File: config.mk
export PLATFORM = sky130hd
export DESIGN_NAME = spi_master_ctrl
export DESIGN_NICKNAME = d
export VERILOG_FILES = /design/src/rtl/spi_master_ctrl.sv
export SDC_FILE = /design/constraint.sdc
export NUM_CORES = 1
export LEC_CHECK = 0
export BUFFER_PORTS_ARGS = -buffer_cell sky130_fd_sc_hd__clkbuf_2
export CORE_MARGIN = 2
export CORE_UTILIZATION = 40
export CTS_BUF_LIST = sky130_fd_sc_hd__clkbuf_2
export DETAILED_ROUTE_END_ITERATION = 8
export SYNTH_ARGS = -nofsm -noshare
export SYNTH_HDL_FRONTEND = slang
export SYNTH_SLANG_ARGS = --single-unit
File: constraint.sdc
create_clock -name clk -period 3.5 [get_ports clk]
set_input_delay 0.7 -clock clk [delete_from_list [all_inputs] [get_ports clk]]
set_output_delay 0.7 -clock clk [all_outputs]
set_load 0.01 [all_outputs]
File: src/rtl/spi_master_ctrl.sv
// SPI master: one DATA_W-bit word per start, MSB first, configurable CPOL/CPHA.
// Every output comes straight from a flop whose next value is derived from the next FSM state.
module spi_master_ctrl #(
    parameter int CPOL    = 1,
    parameter int CPHA    = 1,
    parameter int CLK_DIV = 4,
    parameter int DATA_W  = 8
) (
    input  logic              clk,
    input  logic              rst,
    input  logic              start,
    input  logic [DATA_W-1:0] tx_data,
    output logic [DATA_W-1:0] rx_data,
    output logic              busy,
    output logic              done,
    output logic              cs_n,
    output logic              sclk,
    output logic              mosi,
    input  logic              miso
);
    typedef enum logic [1:0] {IDLE, ASSERT, XFER, HOLD} state_t;

    localparam int            EW        = $clog2(2*DATA_W + 1);
    localparam logic [EW-1:0] LAST_EDGE = EW'(2*DATA_W);
    localparam logic [EW-1:0] EDGE_ONE  = EW'(1);
    localparam logic [7:0]    TICK_VAL  = 8'(CLK_DIV - 1);
    localparam logic          SCLK_IDLE = (CPOL != 0);

    state_t            state_q, state_d;
    logic [7:0]        cnt_q, cnt_d;
    logic [EW-1:0]     edge_q, edge_d, edge_nxt;
    logic [DATA_W-1:0] tx_q, tx_d, rx_q, rx_d, rx_data_q, rx_data_d;
    logic              sclk_q, sclk_d, cs_n_q, cs_n_d, busy_q, busy_d;
    logic              done_q, done_d, mosi_q, mosi_d;
    logic              tick, leading;

    always_comb begin
        state_d   = state_q;
        cnt_d     = cnt_q;
        edge_d    = edge_q;
        tx_d      = tx_q;
        rx_d      = rx_q;
        rx_data_d = rx_data_q;
        sclk_d    = sclk_q;
        done_d    = 1'b0;
        tick      = (cnt_q == TICK_VAL);
        edge_nxt  = edge_q + EDGE_ONE;
        leading   = edge_nxt[0];

        // Every tick either changes state or starts a new half-period, so clearing
        // on tick also covers the clear-on-state-entry rule.
        if (state_q != IDLE) cnt_d = tick ? 8'd0 : cnt_q + 8'd1;

        case (state_q)
            IDLE: begin
                sclk_d = SCLK_IDLE;
                cnt_d  = 8'd0;
                edge_d = '0;
                if (start) begin
                    tx_d    = tx_data;
                    rx_d    = '0;
                    state_d = ASSERT;
                end
            end
            ASSERT: begin
                if (tick) state_d = XFER;
            end
            XFER: begin
                if (tick) begin
                    sclk_d = ~sclk_q;
                    edge_d = edge_nxt;
                    if (CPHA == 0) begin
                        if (leading) rx_d = {rx_q[DATA_W-2:0], miso};
                        else if (edge_nxt != LAST_EDGE) tx_d = {tx_q[DATA_W-2:0], 1'b0};
                    end else begin
                        if (!leading) rx_d = {rx_q[DATA_W-2:0], miso};
                        else if (edge_nxt != EDGE_ONE) tx_d = {tx_q[DATA_W-2:0], 1'b0};
                    end
                    if (edge_nxt == LAST_EDGE) state_d = HOLD;
                end
            end
            HOLD: begin
                if (tick) begin
                    state_d   = IDLE;
                    rx_data_d = rx_q;
                    done_d    = 1'b1;
                end
            end
            default: state_d = IDLE;
        endcase

        cs_n_d = (state_d == IDLE);
        busy_d = !cs_n_d;
        mosi_d = cs_n_d ? 1'b0 : tx_d[DATA_W-1];
    end

    always_ff @(posedge clk) begin
        if (rst) begin
            state_q   <= IDLE;
            cnt_q     <= 8'd0;
            edge_q    <= '0;
            tx_q      <= '0;
            rx_q      <= '0;
            rx_data_q <= '0;
            sclk_q    <= SCLK_IDLE;
            cs_n_q    <= 1'b1;
            busy_q    <= 1'b0;
            done_q    <= 1'b0;
            mosi_q    <= 1'b0;
        end else begin
            state_q   <= state_d;
            cnt_q     <= cnt_d;
            edge_q    <= edge_d;
            tx_q      <= tx_d;
            rx_q      <= rx_d;
            rx_data_q <= rx_data_d;
            sclk_q    <= sclk_d;
            cs_n_q    <= cs_n_d;
            busy_q    <= busy_d;
            done_q    <= done_d;
            mosi_q    <= mosi_d;
        end
    end

    assign rx_data = rx_data_q;
    assign busy    = busy_q;
    assign done    = done_q;
    assign cs_n    = cs_n_q;
    assign sclk    = sclk_q;
    assign mosi    = mosi_q;
endmodule

==> qor.csv <==
metric,value,unit
Compound-Gate Fraction of Synth Area,19.3,%
gr ovfl total,0,
setup tns final,0,ns
Adder-Cell Fraction of Synth Area,2.60,%
Total Die Area,5380,um2
busiest grt layer,met2,
global-route wire length before repair,6.31,mm
RSZ-0062 raised after global routing,no,
CP arrival,2.52,ns
share of cells above drive strength 1,17.0,%
Cells after Synth,213,
Die Ht,73.3,um
crit-path cells,ha_1 -> and3_1 -> xnor2_1 -> a311oi_1 -> mux2_1 -> nor2_1,
# DRC,0,
Mapped Area,1920,um2
FF-to-FF Start,edge_q[0],
unique cell type count in the Yosys netlist,41,
RePlAce Congestion,0.757,
worst ir drop on vdd,0.139,mV
slowest CP cell,dfxtp_1,
vias per cell,5.27,
RR Endpoint,tx_q[7],
outcome,"complete, no violations",
Most used DFF post-synth,dfxtp_1,
Reg2Reg Depth,6,
Clock transition at path regs,0.23,ns
Avg WL per Cell,13.1,um
syn avg cell area,9.03,um2
Buffers on Ports,24,
slowest cell delay on critical path,0.65,ns
P_leak,0.786,nW
Core Footprint,4690,um2
most frequent cells in the layout,"dfxtp_1, clkbuf_2, nor2_1",
fin crit period,2.14,ns
Achievable Freq,466,MHz
Yosys warnings,0,
Layout Skew,0.0164,ns
critical path capture point,tx_q[7],
Storage cell area,881,um2
Cell Rows,25,
H-tree Lvls,2,
Total Routing Usage GR,15.3,%
CP endpoint kind,flip-flop,
CTS Sinks,44,
Final Setup Violations,0,
largest net degree at the start of global routing,35,
multi-input logic area,975,um2
CP Launch Type,flip-flop,
initial antenna violation count,0,
post_cts resized,0,
fillers,487,
Hold Crit Class,flip-flop to flip-flop,
GRT met2 Usage,24.3,%
hold buffer count at CTS,0,
starting density of the core,41.0,%
CTS buffer count,5,
Mapped Nets,229,
critical path startpoint,edge_q[0],
worst slew pin tran,0.799,ns
"EDFF count, synth",0,
"commonest non-fill, non-tap cell in the layout",dfxtp_1,
max cap viols,0,
met3 Use GR,3.43,%
Worst EP required,3.87,ns
Seq cells post-synth,44,
P&R area growth vs syn,11.3,%
# diodes,0,
root buffer cell,clkbuf_2,
crit-path max FO,12,
largest family of logic cells by synthesized area,simple AND/OR/NAND/NOR gates,
Synth Area in XOR/XNOR,4.10,%
period utilisation layout,61.3,%
final cell utilization of the core,45.6,%
Routed Antenna Nets,0,
Async SR Flop Fraction,0,%
R2R Setup Slk,1.36,ns
setup repair bufs after CTS,0,
mux share of post-synthesis cell area,1.11,%
"Seq/Total Area, Yosys",45.8,%
Vias,1522,
1st-pass router iterations,4,
Slew headroom,46.5,%
Power Density,405,nW/um2
vias in the first global route,1402,
Final Routed Wirelength,3.80,mm
CTS tree,done,
met1 usage,19.9,%
Synth Area in Simple Gates,23.6,%
DIE WIDTH,73.3,um
Final Hold Fails,0,
Iteration-0 DRC Markers,72,
Final #Nets,250,
Max Root-Sink Buffers,2,
kind of critical path,flip-flop to flip-flop,
# IOs,25,
max-slew violations,0,
"Clk Latency, worst-skew pair",0.43,ns
Detail Placement HPWL,2.68,mm
## power breakdown
| group | switching (mW) | internal (mW) | leakage, nW |
|---|---|---|---|
| clock network | 0.177 | 0.123 | 0.0396 |
| logic | 0.0281 | 0.0198 | 0.390 |
| registers | 0.00758 | 0.512 | 0.357 |
## metal layers
layer / wire, um / vias up / share of wire (%)
li1: - / 791 / -
met4: 74 / 0 / 1.9
met3: 116 / 8 / 3.1
met1: 1850 / 704 / 49
met2: 1760 / 19 / 46
met5: 0 / - / 0
## how the worst min path moves through the flow
stage               start  endpoint  slack (ns)  cells after the start
3_5_place_dp     cnt_q[0]  cnt_q[0]        0.44                      1
4_1_cts        tx_data[0]   tx_q[0]        0.46                      3
3_3_place_gp     cnt_q[0]  cnt_q[0]        0.44                      1
2_1_floorplan    cnt_q[0]  cnt_q[0]        0.42                      1
5_1_grt              miso   rx_q[0]        0.48                      2
6_report         cnt_q[0]  cnt_q[0]        0.46                      1
## flip-flops by register name (all words and copies together), names as in the netlist
name,cells
cnt_q,8
rx_data,8
rx_q,8
tx_q,8
edge_q,5
state_q,2
busy,1
cs_n,1
done,1
mosi,1
sclk,1
## cell type report
cell class                      count  area share, %
Clock buffer                        5           1.17
Clock inverter                      3           2.16
Inverter                            5          0.877
Multi-Input combinational cell    153           45.5
Sequential cell                    44           41.1
Tap cell                           54           3.16
Timing Repair Buffer               25           5.96
## critical path: cells and delay by family, from the launching register on
kind / cells / cell delay (ns)
fa+ha+maj: 1 / 0.29
xor+xnor: 1 / 0.14
simple gates: 2 / 0.30
mux: 1 / 0.37
flops: 1 / 0.65
compound gates: 1 / 0.33
## logic make-up (layout without fill, tap and decap cells)
group | Yosys count | after routing
and+or+nand+nor | 87 | 87
AOI/OAI and AO/OA | 51 | 51
DFF | 44 | 44
buffers and inverters | 16 | 38
xor gates and xnor gates | 9 | 9
adders and majority gates | 4 | 4
muxes | 2 | 2
## Yosys cell counts (2+ instances only)
cell type	number	area [um2]
a211o_1	2	17.5
a21boi_0	2	15.0
a21o_1	2	15.0
a21oi_1	23	115
a22o_1	3	26.3
a22oi_1	8	60.1
a311oi_1	3	26.3
and3_1	4	25.0
buf_2	3	15.0
clkbuf_1	7	26.3
dfxtp_1	44	881
ha_1	4	50.1
inv_1	5	18.8
nand2_1	25	93.8
nand2b_1	2	12.5
nand3_1	9	45.0
nand3b_1	7	52.6
nand4_1	2	12.5
nor2_1	26	97.6
nor3_1	2	10.0
o21ai_0	2	10.0
or3_1	2	12.5
xnor2_1	5	43.8
xor2_1	4	35.0
## metrics by stage
stage          hold WS [ns]  cell area, um2  cells  worst slack, ns  total power [mW]
6_report              0.465            2140    289             1.36             0.867
3_3_place_gp          0.436            2070    281             1.33             0.578
3_5_place_dp          0.443            2070    281             1.31             0.578
4_1_cts               0.458            2140    289             1.34             0.877
2_1_floorplan         0.417            1920    213             1.75             0.561
5_1_grt               0.481            2140    289             1.17             0.899
No activity file was read; power rests on OpenSTA's default activity.
